--- src/rtl/mem_port_arbiter.sv ---
// mem_port_arbiter
//   Two-requester arbiter in front of a single shared BRAM port.
//   Requester 0 (core data port) has default priority; requester 1
//   (DMA/loader) is forced a grant after STARVE_LIMIT consecutive denials.
//   Reads return data one cycle after the grant on the matching rspN port.
// Ports
//   clk, rst_n                     : clock, asynchronous active-low reset
//   reqN_valid/ready               : request handshake (N = 0, 1)
//   reqN_we/addr/wdata/be          : request fields
//   rspN_valid/rdata               : read response
//   mem_addr/wr_addr/wr_data       : BRAM address and write data
//   mem_wr_en/byte_en              : BRAM write strobe and lanes
//   mem_rd_data                    : BRAM read data (1-cycle latency)
module mem_port_arbiter #(
  parameter int unsigned STARVE_LIMIT = 4
) (
  input  logic        clk,
  input  logic        rst_n,
  input  logic        req0_valid,
  output logic        req0_ready,
  input  logic        req0_we,
  input  logic [31:0] req0_addr,
  input  logic [31:0] req0_wdata,
  input  logic [3:0]  req0_be,
  input  logic        req1_valid,
  output logic        req1_ready,
  input  logic        req1_we,
  input  logic [31:0] req1_addr,
  input  logic [31:0] req1_wdata,
  input  logic [3:0]  req1_be,
  output logic        rsp0_valid,
  output logic [31:0] rsp0_rdata,
  output logic        rsp1_valid,
  output logic [31:0] rsp1_rdata,
  output logic [31:0] mem_addr,
  output logic [31:0] mem_wr_addr,
  output logic [31:0] mem_wr_data,
  output logic        mem_wr_en,
  output logic [3:0]  mem_byte_en,
  input  logic [31:0] mem_rd_data
);

  localparam logic [3:0] LIMIT = 4'(STARVE_LIMIT);

  logic [3:0] starve_q, starve_d;
  logic       rsp_pend_q, rsp_pend_d;
  logic       rsp_tag_q, rsp_tag_d;
  logic       grant0, grant1;
  logic       starved;

  assign starved = (starve_q == LIMIT);

  // Grants are masked by rst_n so nothing is accepted while reset is held,
  // which also keeps a read presented at reset from producing a response.
  always_comb begin
    grant1 = rst_n && req1_valid && (!req0_valid || starved);
    grant0 = rst_n && req0_valid && !grant1;
  end

  assign req0_ready = grant0;
  assign req1_ready = grant1;

  always_comb begin
    mem_addr    = '0;
    mem_wr_addr = '0;
    mem_wr_data = '0;
    mem_wr_en   = 1'b0;
    mem_byte_en = '0;
    if (grant0) begin
      mem_addr    = req0_addr;
      mem_wr_addr = req0_addr;
      mem_wr_data = req0_wdata;
      mem_wr_en   = req0_we;
      mem_byte_en = req0_we ? req0_be : 4'b0000;
    end else if (grant1) begin
      mem_addr    = req1_addr;
      mem_wr_addr = req1_addr;
      mem_wr_data = req1_wdata;
      mem_wr_en   = req1_we;
      mem_byte_en = req1_we ? req1_be : 4'b0000;
    end
  end

  always_comb begin
    starve_d = starve_q;
    if (!req1_valid || grant1) begin
      starve_d = '0;
    end else if (starve_q < LIMIT) begin
      starve_d = starve_q + 4'd1;
    end
  end

  // Only a granted read arms a response; a following write simply clears
  // the flag for the next cycle, after the read's response has been shown.
  always_comb begin
    rsp_pend_d = (grant0 && !req0_we) || (grant1 && !req1_we);
    rsp_tag_d  = grant1;
  end

  always_ff @(posedge clk or negedge rst_n) begin
    if (!rst_n) begin
      starve_q   <= '0;
      rsp_pend_q <= 1'b0;
      rsp_tag_q  <= 1'b0;
    end else begin
      starve_q   <= starve_d;
      rsp_pend_q <= rsp_pend_d;
      rsp_tag_q  <= rsp_tag_d;
    end
  end

  assign rsp0_valid = rsp_pend_q && !rsp_tag_q;
  assign rsp1_valid = rsp_pend_q && rsp_tag_q;
  assign rsp0_rdata = rsp0_valid ? mem_rd_data : '0;
  assign rsp1_rdata = rsp1_valid ? mem_rd_data : '0;

endmodule

--- config.mk ---
export PLATFORM = sky130hd
export DESIGN_NAME = mem_port_arbiter
export DESIGN_NICKNAME = d
export VERILOG_FILES = /design/src/rtl/mem_port_arbiter.sv
export SDC_FILE = /design/constraint.sdc
export NUM_CORES = 1
export LEC_CHECK = 0
export CORE_AREA = 2 2 131 133
export CTS_CLUSTER_DIAMETER = 80
export DETAILED_ROUTE_END_ITERATION = 16
export DIE_AREA = 0 0 133 135
export GPL_ROUTABILITY_DRIVEN = 0
export PLACE_DENSITY = 0.6
export SYNTH_ARGS = -nofsm -noshare
export SYNTH_HDL_FRONTEND = slang
export SYNTH_SLANG_ARGS = --single-unit
--- constraint.sdc ---
create_clock -name clk -period 1.6 [get_ports clk]
set_input_delay 0.24 -clock clk [delete_from_list [all_inputs] [get_ports clk]]
set_output_delay 0.24 -clock clk [all_outputs]
set_load 0.02 [all_outputs]
==> results of run 1 <==
## per-stage QoR
stage,cells,setup WS (ns),setup TNS [ns],power [W],utilization (%)
after floorplan,221,-0.249,-15.26,0.000971,-
after global placement,762,-0.849,-88.12,0.00186,36.1
after detailed placement,762,-0.863,-90.38,0.00187,36.1
after CTS,779,-0.658,-50.56,0.00227,35.8
after global routing,780,-0.598,-54.66,0.00247,37.3
final,781,-0.534,-47.56,0.00235,37.3
## repair_timing
action / 4_1_cts / 5_1_grt
gates cloned: 4 / 1
setup endpoints to repair: 170 / 169
setup buffers: 10 / 2
endpoints found under the hold margin: 0 / 0
gates resized for setup: 625 / 198
pin swaps: 1 / 10
## area by class of cell
cell class              count  area [um^2]  area share (%)
repair buffers            391         3800            62.0
multi-input cells         154         1800            29.4
well taps                 220          275            4.49
flip-flops and latches      6          150            2.45
clock buffers               3         75.1            1.23
inverters                   6         22.5           0.368
diodes                      1         2.50          0.0408
## per-layer routing
metal  vias to the layer above  global-route usage, %  part of all wire [%]
met2                       185                   29.0                    55
met4                         2                   1.25                  0.22
li1                       1486                      -                     -
met5                         -                      0                 0.077
met1                      1411                   15.3                    36
met3                         4                   5.07                   9.3
## power by group
group / switching [W] / internal [W] / total (W)
clock: 0.0000774 / 0.000320 / 0.000397
combinational: 0.000739 / 0.00105 / 0.00178
sequential: 0.00000892 / 0.000163 / 0.000172
## path summary, 6_finish.rpt
kind                        startpoint           end  depth (start not counted)
max                        starve_q[1]  mem_addr[25]                          8
min                              rst_n     rsp_tag_q                          2
max reg2reg                starve_q[1]    rsp_pend_q                          8
min reg2reg                starve_q[3]   starve_q[3]                          3
max in group asynchronous        rst_n   starve_q[0]                          2
min in group clk           starve_q[3]   starve_q[3]                          3
## registers in the layout, summed over array words and instances (netlist names)
register	flops
rsp_pend_q	1
rsp_tag_q	1
starve_q	4
## worst register-to-register path, delay by kind of cell (launching register included)
kind / cells / cell delay (ns)
buffers and inverters: 4 / 0.45
AOI/OAI and AO/OA: 2 / 0.55
DFF: 1 / 0.38
and+or+nand+nor: 1 / 0.10
adders and majority gates: 1 / 0.14
## placed cells by master (no fill, tap or decap), types with 3 or more instances in the layout
cell type,synthesis,routed
clkdlybuf4s15_1,0,13
a22o_4,0,64
inv_1,6,4
clkdlybuf4s50_1,0,172
and2_4,0,10
dfrtp_1,6,6
buf_2,7,30
buf_12,0,7
clkbuf_2,0,19
and3_1,32,32
a32o_2,0,4
dlygate4sd2_1,0,3
buf_6,8,95
and2_1,33,23
nor3_1,3,3
buf_4,32,46
clkbuf_16,0,4
## cell families after synthesis
family	share of synthesized area, %
and+or+nand+nor	27.1
AOI/OAI and AO/OA	37.3
buffers and inverters	24.4
DFF	8.68
adders and majority gates	1.45
xor gates and xnor gates	0.507
muxes	0.579
==> results.cfg, run 1 <==
[logic_synthesis]
synth_top_area_share_pct = 32.9
postSynthAreaPerCell_um2 = 7.82
synthTopCellsByArea = a22o_1 (33%), buf_4 (14%), and2_1 (12%), and3_1 (12%), dfrtp_1 (8.7%)
ys_types = 23
synth_top_area_cell = a22o_1
synth_area_um2 = 1730
synth_top_cells_by_count = a22o_1 (65), and2_1 (33), and3_1 (32), buf_4 (32), clkbuf_1 (9)
synth-seq-area-share_pct = 8.68
synth_flop_cell = dfrtp_1
synth.ff_latch_count = 6
syn-num-nets = 397
synth.most_common_cell = a22o_1
synthArstFlopShare_pct = 100
synth-edff-count = 0
synthCells = 221
yosys_warnings = 0

[route]
drt_iter0_markers = 68
drt-total-wl_um = 14200
ant_nets = 0
vias = 3088
first_pass_iters = 4
routed_via_density = 3.95
wl_per_cell_um = 18.2
drc_errors = 0

[clock_tree]
cts_hold_buf = 0
cts_buffers = 3
clock_path_buffers = 2
clkLatencyLatePin_ns = 0.22
cts.sink_count = 6
cts_root_buf = clkbuf_16
cts_tree = yes
clk_pin_slew_worst_paths_ns = 0.03
htree_num_levels = 1

[timing]
slew_violations = 0
worst_slew_pin_slew_ns = 0.269
layout_min_cycle_time_ns = 2.13
worst_slew_margin_rel_pct = 82.0
fmaxAchievable_ghz = 0.469
finalHoldViolations = 0
rsz0062_at_grt = true
min_period_over_period_pct = 133
setup_viol = 104
holdWs_ns = 0.187
setup_ws_ns = -0.534
clock_skew_ns = 0.000301

[die]
die_h_um = 135
die-area_um2 = 18000
core_area_um2 = 16400
io_pins = 343
die_w_um = 133
rows = 47
initial_utilization_pct = 10.5

[setup_path]
cp_slowest_cell = dfrtp_1
cp.arrival_ns = 1.89
r2r_slack_ns = -0.13
cp_top_family = compound AO/OA/AOI/OAI gates
cp_common_cell = buf_6
cp_max_fo = 6
cp_data_required_time_ns = 1.36
slowest_delay_ns = 0.38
end_kind = output port
worstSetupStartpointType = flip-flop
path_cells = inv_2 -> ha_4 -> nand3b_4 -> o211a_4 -> buf_6 -> buf_4 -> a22o_4 -> buf_6
path_class = reg -> out
path_buf_inv = 4

[global_route]
grt_max_degree = 34
antenna_found_initial = 2
grt_pass1_vias = 3362
gr-total-overflow = 0
track_usage_pct = 14.6
grt_pass1_wl_um = 20300

[hold_path]
holdCritPathClass = in -> async

[outcome]
status = finished, violations left
failed_checks = setup timing

[pwr]
p_leak_nw = 3.06
power-per-cell-area_nw_per_um2 = 384
vdd_drop_max_mv = 0.194

[placement]
io_buffers = 342
dpl_cell_area_um2 = 5920
dp_hpwl_um = 11700

[cells_and_area]
fill_cells = 1608
syn_to_final_growth_pct = 254
design_area_um2 = 6130
final_nets = 738
layout-drive-gt1-share_pct = 52.1

[flow_run]
drv_cap = 0
Power figures use the tool's default switching activity.
==> run 2, diff against run 1 <==
CAP_MARGIN = 20   (was unset)
==> results of run 2 <==
Final layout, timing and power as in run 1 (identical DEF).
==> run 3, diff against run 2 <==
CORE_AREA = 2 2 135 137   (was 2 2 131 133)
DIE_AREA = 0 0 137 139   (was 0 0 133 135)
DONT_BUFFER_PORTS = 1   (was unset)
PLACE_DENSITY = 0.32   (was 0.6)
==> results.cfg, run 3 (synthesized netlist as in run 1, its figures left out) <==
[clock_tree]
cts.sink_count = 6
htree_num_levels = 1
clock_path_buffers = 2
cts_tree = yes
cts_root_buf = clkbuf_16
clk_pin_slew_worst_paths_ns = 0.03
clkLatencyLatePin_ns = 0.23
cts_buffers = 3

[setup_path]
cp_slowest_cell = dfrtp_1
worstSetupStartpointType = flip-flop
path_class = reg -> out
cp.arrival_ns = 1.77
cp_top_family = compound AO/OA/AOI/OAI gates
path_cells = inv_2 -> ha_4 -> nand3b_4 -> o211a_4 -> buf_12 -> a22o_4
slowest_delay_ns = 0.37
end_kind = output port
cp_max_fo = 50
critical_path.reg2reg.startpoint = starve_q[1]
cp_data_required_time_ns = 1.36
path_buf_inv = 2
worstSetupStartpoint = starve_q[1]

[timing]
finalHoldViolations = 0
setup_viol = 103
setup_ws_ns = -0.412
layout_min_cycle_time_ns = 2.01
fmaxAchievable_ghz = 0.497
worst_slew_pin_slew_ns = 0.324
slew_violations = 0
holdWs_ns = 0.123
min_period_over_period_pct = 126
clock_skew_ns = 0.00328
worst_slew_margin_rel_pct = 78.3
rsz0062_at_grt = true

[pwr]
p_leak_nw = 1.32
power-per-cell-area_nw_per_um2 = 528
p_total_w = 0.00144
vdd_drop_max_mv = 0.218

[placement]
dpl_cell_area_um2 = 2350
io_buffers = 0
dp_hpwl_um = 7990
post-place-ws_ns = -0.185

[global_route]
grt_pass1_wl_um = 12500
gr-total-overflow = 0
grt_pass1_vias = 1825
grt_max_degree = 51
track_usage_pct = 9.11
antenna_found_initial = 0

[die]
core_area_um2 = 17700
die_h_um = 139
io_pins = 343
rows = 49
die-area_um2 = 19000
die_w_um = 137
initial_utilization_pct = 9.79

[cells_and_area]
design_area_um2 = 2730
reg_top3 = starve_q x4, rsp_pend_q x1, rsp_tag_q x1
layout-drive-gt1-share_pct = 54.8
top_register = starve_q
final_cell_mix = a22o_4 (64), and2_1 (33), and3_1 (32), buf_4 (10), dfrtp_1 (6)
register_area_um2 = 150
mostFrequentLayoutCell = a22o_4
fin_util_pct = 15.5
largest_reg_flops = 4
fill_cells = 1970
final_nets = 375
syn_to_final_growth_pct = 58.0
antennaDiodeCount = 0
multi_input_area_um2 = 1760

[flow_run]
drv_cap = 0

[outcome]
failed_checks = setup timing
status = finished, violations left

[route]
drt_iter0_markers = 26
first_pass_iters = 4
routed_via_density = 4.25
ant_nets = 0
vias = 1810
wl_per_cell_um = 23.1
drt-total-wl_um = 9840
drc_errors = 0

[hold_path]
holdCritPathClass = in -> reg
min_from = req1_valid
[run 3: where the power goes]
| part | internal (W) | leakage (nW) | switching (W) | total [W] |
|---|---|---|---|---|
| Combinational | 0.000348 | 1.20 | 0.000515 | 0.000863 |
| Sequential | 0.000163 | 0.0805 | 0.00000759 | 0.000171 |
| Clock | 0.000321 | 0.0370 | 0.0000868 | 0.000408 |
| Total | 0.000832 | 1.32 | 0.000610 | 0.00144 |
[run 3: cell type report]
cell class / count / area share [%]
Clock buffer: 3 / 2.75
Inverter: 6 / 0.824
Multi-Input combinational cell: 153 / 64.6
Sequential cell: 6 / 5.49
Tap cell: 229 / 10.5
Timing Repair Buffer: 29 / 15.9
[run 3: metal layers]
metal,wire length (um),GRT usage (%),vias to the layer above
li1,-,-,744
met1,3220,8.84,860
met2,5610,18.4,200
met3,962,3.07,6
met4,47,1.30,0
met5,0,0,-
[run 3: worst paths after layout]
kind / slack, ns / cells past startpoint / to
min in group asynchronous: 0.34 / 1 / starve_q[3]
setup reg to reg: 0.11 / 8 / rsp_pend_q
setup / recovery: -0.41 / 6 / mem_addr[30]
hold reg to reg: 0.62 / 3 / starve_q[3]
max in group asynchronous: 1.01 / 1 / rsp_pend_q
hold / removal: 0.12 / 2 / starve_q[3]
[run 3: worst register-to-register path, cell delays in order (launching register included)]
cell and delay, ns:
dfrtp_1 0.37, inv_2 0.07, ha_4 0.14, nand3b_4 0.10, a21oi_4 0.22, buf_8 0.17, buf_12 0.11, buf_16 0.12
a22o_1 0.12
[run 3: through the flow]
stage / instances / setup TNS, ns
2_1_floorplan: 221 / -15.26
3_3_place_gp: 409 / -14.51
3_5_place_dp: 409 / -15.84
4_1_cts: 423 / -37.28
5_1_grt: 426 / -41.73
6_report: 426 / -36.89
[run 3: what timing repair did]
item / in CTS / in global routing
buffers inserted: 5 / 2
hold endpoints to repair: 6 / 0
gates resized for setup: 18 / 4
hold buffers: 1 / 0
endpoints found under the setup margin: 103 / 103
gates cloned: 5 / 1
pin swaps: 2 / 3
